## src/rtl/dmem_sram_bridge.sv

```systemverilog
// ---------------------------------------------------------------------------
// dmem_sram_bridge
//
// Turns each memory-stage load/store of the MIPS pipeline into exactly one
// transaction on an SRAM-like data bus (req / addr_ok / data_ok) and stalls
// the pipeline until that transaction has completed.
//
// Ports
//   clk, rst            : clock (rising edge) and asynchronous active-low reset
//   mem_en              : M-stage instruction is a load or a store
//   mem_wen[3:0]        : byte write mask, all zeros means load
//   mem_addr            : effective byte address
//   mem_wdata           : lane-replicated store data
//   mem_excpt           : M-stage exception / address error, suppresses access
//   pipe_stall          : stall from other sources (fetch side, divider)
//   mem_rdata           : load word back to the pipeline
//   mem_stall           : holds the whole pipeline
//   data_req/wr/size/addr/wdata : bus request side
//   data_addr_ok        : bus accepted the request
//   data_data_ok        : bus finished, data_rdata valid
//   data_rdata          : bus read data
// ---------------------------------------------------------------------------
module dmem_sram_bridge #(
  parameter int ADDR_W = 32,
  parameter int DATA_W = 32
) (
  input  logic              clk,
  input  logic              rst,
  input  logic              mem_en,
  input  logic [3:0]        mem_wen,
  input  logic [ADDR_W-1:0] mem_addr,
  input  logic [DATA_W-1:0] mem_wdata,
  input  logic              mem_excpt,
  input  logic              pipe_stall,
  output logic [DATA_W-1:0] mem_rdata,
  output logic              mem_stall,
  output logic              data_req,
  output logic              data_wr,
  output logic [1:0]        data_size,
  output logic [ADDR_W-1:0] data_addr,
  output logic [DATA_W-1:0] data_wdata,
  input  logic              data_addr_ok,
  input  logic              data_data_ok,
  input  logic [DATA_W-1:0] data_rdata
);

  typedef enum logic [1:0] {
    ST_IDLE = 2'd0,
    ST_ADDR = 2'd1,
    ST_DATA = 2'd2,
    ST_DONE = 2'd3
  } state_t;

  state_t              state_q, state_d;
  logic                req_wr_q, req_wr_d;
  logic [1:0]          req_size_q, req_size_d;
  logic [ADDR_W-1:0]   req_addr_q, req_addr_d;
  logic [DATA_W-1:0]   req_wdata_q, req_wdata_d;
  logic [DATA_W-1:0]   rdata_q, rdata_d;

  logic                acc;
  logic                cur_wr;
  logic [1:0]          cur_size;
  logic [1:0]          cur_off;
  logic [ADDR_W-1:0]   cur_addr;

  logic                req_c;
  logic                wr_c;
  logic [1:0]          size_c;
  logic [ADDR_W-1:0]   addr_c;
  logic [DATA_W-1:0]   wdata_c;
  logic                stall_c;
  logic [DATA_W-1:0]   rdata_c;

  // The low address bits are replaced by the offset derived from the mask.
  logic                unused_addr_lsbs;
  assign unused_addr_lsbs = ^mem_addr[1:0];

  assign acc = mem_en & ~mem_excpt;

  // Decode the byte mask into bus size and the low address bits.
  // Loads and illegal masks both become aligned word accesses.
  always_comb begin
    cur_wr   = |mem_wen;
    cur_size = 2'd2;
    cur_off  = 2'd0;
    case (mem_wen)
      4'b0001: begin cur_size = 2'd0; cur_off = 2'd0; end
      4'b0010: begin cur_size = 2'd0; cur_off = 2'd1; end
      4'b0100: begin cur_size = 2'd0; cur_off = 2'd2; end
      4'b1000: begin cur_size = 2'd0; cur_off = 2'd3; end
      4'b0011: begin cur_size = 2'd1; cur_off = 2'd0; end
      4'b1100: begin cur_size = 2'd1; cur_off = 2'd2; end
      default: begin cur_size = 2'd2; cur_off = 2'd0; end
    endcase
  end

  assign cur_addr = {mem_addr[ADDR_W-1:2], cur_off};

  always_comb begin
    state_d     = state_q;
    req_wr_d    = req_wr_q;
    req_size_d  = req_size_q;
    req_addr_d  = req_addr_q;
    req_wdata_d = req_wdata_q;
    rdata_d     = rdata_q;

    req_c   = 1'b0;
    wr_c    = req_wr_q;
    size_c  = req_size_q;
    addr_c  = req_addr_q;
    wdata_c = req_wdata_q;
    stall_c = 1'b0;
    rdata_c = rdata_q;

    case (state_q)
      ST_IDLE: begin
        req_c   = acc;
        stall_c = acc;
        if (acc) begin
          // First request cycle comes straight from the inputs; the copy
          // keeps the fields stable while the bus withholds addr_ok.
          wr_c        = cur_wr;
          size_c      = cur_size;
          addr_c      = cur_addr;
          wdata_c     = mem_wdata;
          req_wr_d    = cur_wr;
          req_size_d  = cur_size;
          req_addr_d  = cur_addr;
          req_wdata_d = mem_wdata;
          state_d     = data_addr_ok ? ST_DATA : ST_ADDR;
        end
      end
      ST_ADDR: begin
        // Once raised, the request is held even if mem_excpt appears.
        req_c   = 1'b1;
        stall_c = acc;
        if (data_addr_ok) begin
          state_d = ST_DATA;
        end
      end
      ST_DATA: begin
        stall_c = acc & ~data_data_ok;
        if (data_data_ok) begin
          rdata_c = data_rdata;
          rdata_d = data_rdata;
          // If the pipeline is still held, park in DONE so the same
          // instruction sitting in M does not issue a second access.
          state_d = pipe_stall ? ST_DONE : ST_IDLE;
        end
      end
      ST_DONE: begin
        if (!pipe_stall) begin
          state_d = ST_IDLE;
        end
      end
      default: begin
        state_d = ST_IDLE;
      end
    endcase
  end

  // While rst is low every output is forced to zero, including the IDLE
  // cycle paths that would otherwise follow mem_en combinationally.
  assign data_req   = rst & req_c;
  assign data_wr    = rst & wr_c;
  assign data_size  = rst ? size_c  : 2'd0;
  assign data_addr  = rst ? addr_c  : '0;
  assign data_wdata = rst ? wdata_c : '0;
  assign mem_stall  = rst & stall_c;
  assign mem_rdata  = rst ? rdata_c : '0;

  always_ff @(posedge clk or negedge rst) begin
    if (!rst) begin
      state_q     <= ST_IDLE;
      req_wr_q    <= 1'b0;
      req_size_q  <= 2'd0;
      req_addr_q  <= '0;
      req_wdata_q <= '0;
      rdata_q     <= '0;
    end else begin
      state_q     <= state_d;
      req_wr_q    <= req_wr_d;
      req_size_q  <= req_size_d;
      req_addr_q  <= req_addr_d;
      req_wdata_q <= req_wdata_d;
      rdata_q     <= rdata_d;
    end
  end

endmodule

```

## config.mk

```make
export PLATFORM = sky130hd
export DESIGN_NAME = dmem_sram_bridge
export DESIGN_NICKNAME = d
export VERILOG_FILES = /design/src/rtl/dmem_sram_bridge.sv
export SDC_FILE = /design/constraint.sdc
export NUM_CORES = 1
export LEC_CHECK = 0
export ABC_AREA = 1
export CAP_MARGIN = 20
export CORE_ASPECT_RATIO = 1.75
export CORE_UTILIZATION = 44
export CTS_CLUSTER_DIAMETER = 40
export DETAILED_ROUTE_END_ITERATION = 6
export MAX_ROUTING_LAYER = met4
export PLACE_DENSITY_LB_ADDON = 0.05
export SLEW_MARGIN = 20
export SYNTH_ARGS = -nofsm -noshare
export SYNTH_HDL_FRONTEND = slang
export SYNTH_SLANG_ARGS = --single-unit
```

## constraint.sdc

```tcl
create_clock -name clk -period 1.74 [get_ports clk]
set_input_delay 0.348 -clock clk [delete_from_list [all_inputs] [get_ports clk]]
set_output_delay 0.348 -clock clk [all_outputs]
set_load 0.03 [all_outputs]
```

Word-level counts from Yosys, hierarchy flattened
Cells that the tools add are included.
- input port bits: 107
- logic and storage cells: 58
- output and inout bits: 101
- bits in registers: 101
- bitwise logic cells: 7
- muxes and demuxes: 25
- equality and inequality tests: 13
- reduce and logical (&&, ||, !) cells: 7
- operators with widths (cell ; count):
    32-bit two-way mux ; 9
    2-bit two-way mux ; 9
    4-bit by 2-bit == test with 1-bit output, second input constant ; 2
    4-bit == test, second input constant ; 2
    2-bit inequality test, second input constant ; 4
    2-bit case mux with 4 select lines ; 1
    4-bit OR reduction ; 2
    2-bit case mux with 3 select lines ; 1
    2-bit OR reduction ; 3
    1-bit AND ; 5
    2-bit == test, second input constant ; 2
    4-bit by 1-bit == test with 1-bit output, second input constant ; 1
    4-bit by 3-bit == test with 1-bit output, second input constant ; 1
    1-bit case mux with 2 select lines ; 2
    2-bit case mux with 2 select lines ; 1
    4-bit AND reduction ; 1
    2-bit by 1-bit == test with 1-bit output, second input constant ; 1
    2-bit zero test ; 1
    1-bit two-way mux ; 2
    1-bit NOT ; 2

Longest topological paths before layout
- depth in word-level cells: 6
- gate-level depth with buffers: 9
- depth with buffers taken out: 7

Worst setup path before layout
Ideal clock, no wire load.
- path type: register to output
- start point: reg state_q[0]
- end point: out data_wdata[10]
- arrival: 1463 ps
- required time: 1392 ps
- stages on the path, launching flop included: 8
- path slack: -71 ps
- cell sequence: dfrtp_1 > nor2_2 > nand2_2 > buf_6 > buf_6 > nand2_1 > o21ai_1 > nor2_1
- longest elaborated chain between the ends: 3
- RTL lines (item ; line ; RTL):
    from (decl) ; 54 ; state_t state_q, state_d;
    from (signal assigned) ; 182 ; state_q <= state_d;
    2-bit zero test ; 116 ; case (state_q)
    32-bit two-way mux ; -- ;
    32-bit two-way mux ; 169 ; assign data_wdata = rst ? wdata_c : '0;
    to (decl) ; 41 ; output logic [DATA_W-1:0] data_wdata,
Every way passes these cells.

Final worst setup path
- start point: reg state_q[0]
- end point: out data_wdata[19]
The elaborated chain is that of the path after synthesis.

==> flow_summary.toml <==
[power_and_ir_drop]
post-layout-total-power_mw = 17.0
power.density_cell_area_mw_per_mm2 = 1730
max_rail_drop_vdd_mv = 1.28
total_leakage_power_nw = 5.01

[clock_network]
clock_insertion_delay_worst_skew_ns = 0.34
clk_transition_reported_paths_ns = 0.07
cts-root-to-sink-buffers = 2
tritoncts_buffer_count = 9
clock-root-buffer = "clkbuf_16"
postCtsHoldBufs = 0
ctsHtreeMaxLevel = 3
number_of_clock_sinks = 101
tritoncts_clock_tree = "built"

[worst_setup_path]
worst-path-max-fanout = 6
critPathMaxStageDelay_ns = 0.45
cpMaxStageDelayCell = "dfrtp_2"
worst-setup-path-type = "reg -> out"
critPathRequiredTime_ns = 1.39
reg2reg_setup_slack_ns = 0.10
crit_path_start_kind = "flip-flop"
cp-end-kind = "primary output"
cell_chain_critical_path = "nor2_4 > nand2_8 > buf_12 > clkbuf_16 > nand2_4 > o21ai_4 > nor2_2 > buf_6"
worstPathArrival_ns = 1.84

[die]
die_width_microns = 83.3
row_count = 51
top_level_ports = 208
initial_utilization = 0.454
dieArea_sq_mm = 0.0120
coreArea_sq_mm = 0.0112
dieHeight_microns = 144

[worst_hold_path]
worst_hold_path_type = "in -> async"

[timing]
tightest_pin_transition_ns = 0.678
setup_viol_count_final = 101
hold-worst-slack_ns = 0.165
achievable-frequency_mhz = 457
final.setup.worst_slack_ns = -0.451
finalClockSkew_ns = 0.0142
min_period_ns = 2.19
relSlewSlack = 0.548
fin_tns_setup_ns = -36.60
hold_viol_final = 0
rsz0062_at_grt = "yes"
min_period_over_period = 1.26
slew_viol_final = 0

[grt]
grt_remaining_overflow = 0
grtUsageTotal = 0.265
grt_start_max_net_pins = 55
via_count_of_the_first_global_routing_pass = 5138
grt_first_pass_wirelength_microns = 24100
antenna_found_initial = 0

[outcome]
violations = "negative setup slack"
run_status = "finished, violations left"

[synthesis]
synth_top_flop_cell = "dfrtp_1"
synth_edf_count = 0
synthTopCellsByCount = "200 x inv_1, 120 x nand2_1, 101 x dfrtp_1"
synth-seq-cells = 101
syn-instance-count = 674
mappedNetlistNets = 781
synth_cell_type_count = 19
asyncSetResetFlopFracSynth = 1.00
avgSynthCellArea_sq_um = 7.56
synth_most_common_cell = "inv_1"
synth.top_cells.by_area = "dfrtp_1 50%, inv_1 15%, nand2_1 8.8%, nor2_1 7.3%, o21ai_1 6.1%"
yosysSeqAreaShare = 0.496
ys.warnings.count = 0
share_of_yosys_cell_area_claimed_by_the_top_area_cell_type = 0.496
synthDominantAreaCellType = "dfrtp_1"
syn_area_sq_mm = 0.00509

[detailed_routing]
number_of_drc_violations_after_detailed_routing = 0
ant_nets = 0
detail_route.first_pass.iterations = 4
route.vias.total = 5318
drt-total-wl_microns = 18300
dr_wl_cell_microns = 16.7
routed_via_density = 4.84
detailedRoute.firstIterationViolations = 231

[run]
cap_violations = 0

[place]
dp_hpwl_microns = 9640
dpl_worst_slack_ns = -0.464
globalplace.congestion = 0.878
placedInstanceArea_sq_mm = 0.00771
dp.cells = 1050
io_buffer_count = 205

[cells_and_area]
share_of_post_route_cells_with_drive_strength_above_1 = 0.504
final_core_util = 0.874
antenna_cells_inserted = 0
num-nets-final = 1069
layout.cells.non_filler = 1099
flow.area_growth_from_synthesis_pct = 92.6
design_area_sq_mm = 0.00981
## report_power, final
| group | switching, mW | internal [mW] | total [mW] |
|---|---|---|---|
| combinational | 6.11 | 4.95 | 11.1 |
| clock | 0.873 | 1.16 | 2.03 |
| sequential | 0.430 | 3.49 | 3.92 |
## flip-flops by register name, summed over array words and instances (netlist names)
register	flops
rdata_q	32
req_addr_q	32
req_size_q	2
req_wdata_q	32
req_wr_q	1
state_q	2
## path summary, 6_finish.rpt
kind	from	endpoint	cells past startpoint
worst max-delay path	state_q[0]$_DFFE_PN0P_	data_wdata[19]	8
worst min-delay path	rst	rdata_q[1]$_DFF_PN0_	2
worst max register to register	state_q[0]$_DFFE_PN0P_	req_addr_q[15]$_DFF_PN0_	8
worst min register to register	req_wr_q$_DFF_PN0_	req_wr_q$_DFF_PN0_	2
max in group asynchronous	rst	req_wdata_q[2]$_DFF_PN0_	2
min in group clk	req_wr_q$_DFF_PN0_	req_wr_q$_DFF_PN0_	2
## layer usage
layer / GRT usage / routed length, microns
met3: 0.0451 / 826
met5: - / 0
met1: 0.279 / 6280
met2: 0.485 / 10500
met4: 0.115 / 743
## kinds of logic after synthesis
kind of cell / count (synthesis) / share of synthesized area
AOI/OAI and AO/OA: 103 / 0.125
buffers and inverters: 231 / 0.193
DFF: 101 / 0.496
and+or+nand+nor: 239 / 0.185
## critical path, delay by kind of cell, from the launching register on
| family | cells | cell delay [ns] |
|---|---|---|
| and+or+nand+nor | 4 | 0.52 |
| buffers and inverters | 3 | 0.48 |
| AOI/OAI and AO/OA | 1 | 0.06 |
| DFF | 1 | 0.45 |
## timing repair
item / 4_1_cts / 5_1_grt
pin swaps: 5 / 43
gates cloned: 5 / 11
gates resized for setup: 176 / 147
buffers inserted: 7 / 11
setup endpoints to repair: 101 / 101
endpoints found under the hold margin: 0 / 0
## cells in the final DEF (no fill, tap or decap), types with 2 or more instances in the layout
master           count
inv_1              198
clkdlybuf4s50_1    100
dfrtp_1            100
buf_6               90
nor2_2              87
buf_4               84
o21ai_2             61
nand2_1             57
nand2_4             43
o21ai_4             33
nand2_2             28
clkbuf_16           18
buf_12              14
nor2_1              10
nand3_1              6
nor2_4               5
a21oi_2              5
buf_16               4
inv_2                2
nand2_8              2
o21ai_0              2
clkinv_4             2
dlygate4sd2_1        2
buf_8                2
## layout make-up
type | instances | area (sq um)
tap | 132 | 165
clock buffer | 11 | 243
fill | 556 | 1420
sequential | 101 | 2530
inverter | 201 | 757
clock inverter | 5 | 60.1
timing repair buffer | 306 | 3320
multi-input combinational | 343 | 2740
(Power assumes the default switching activity.)
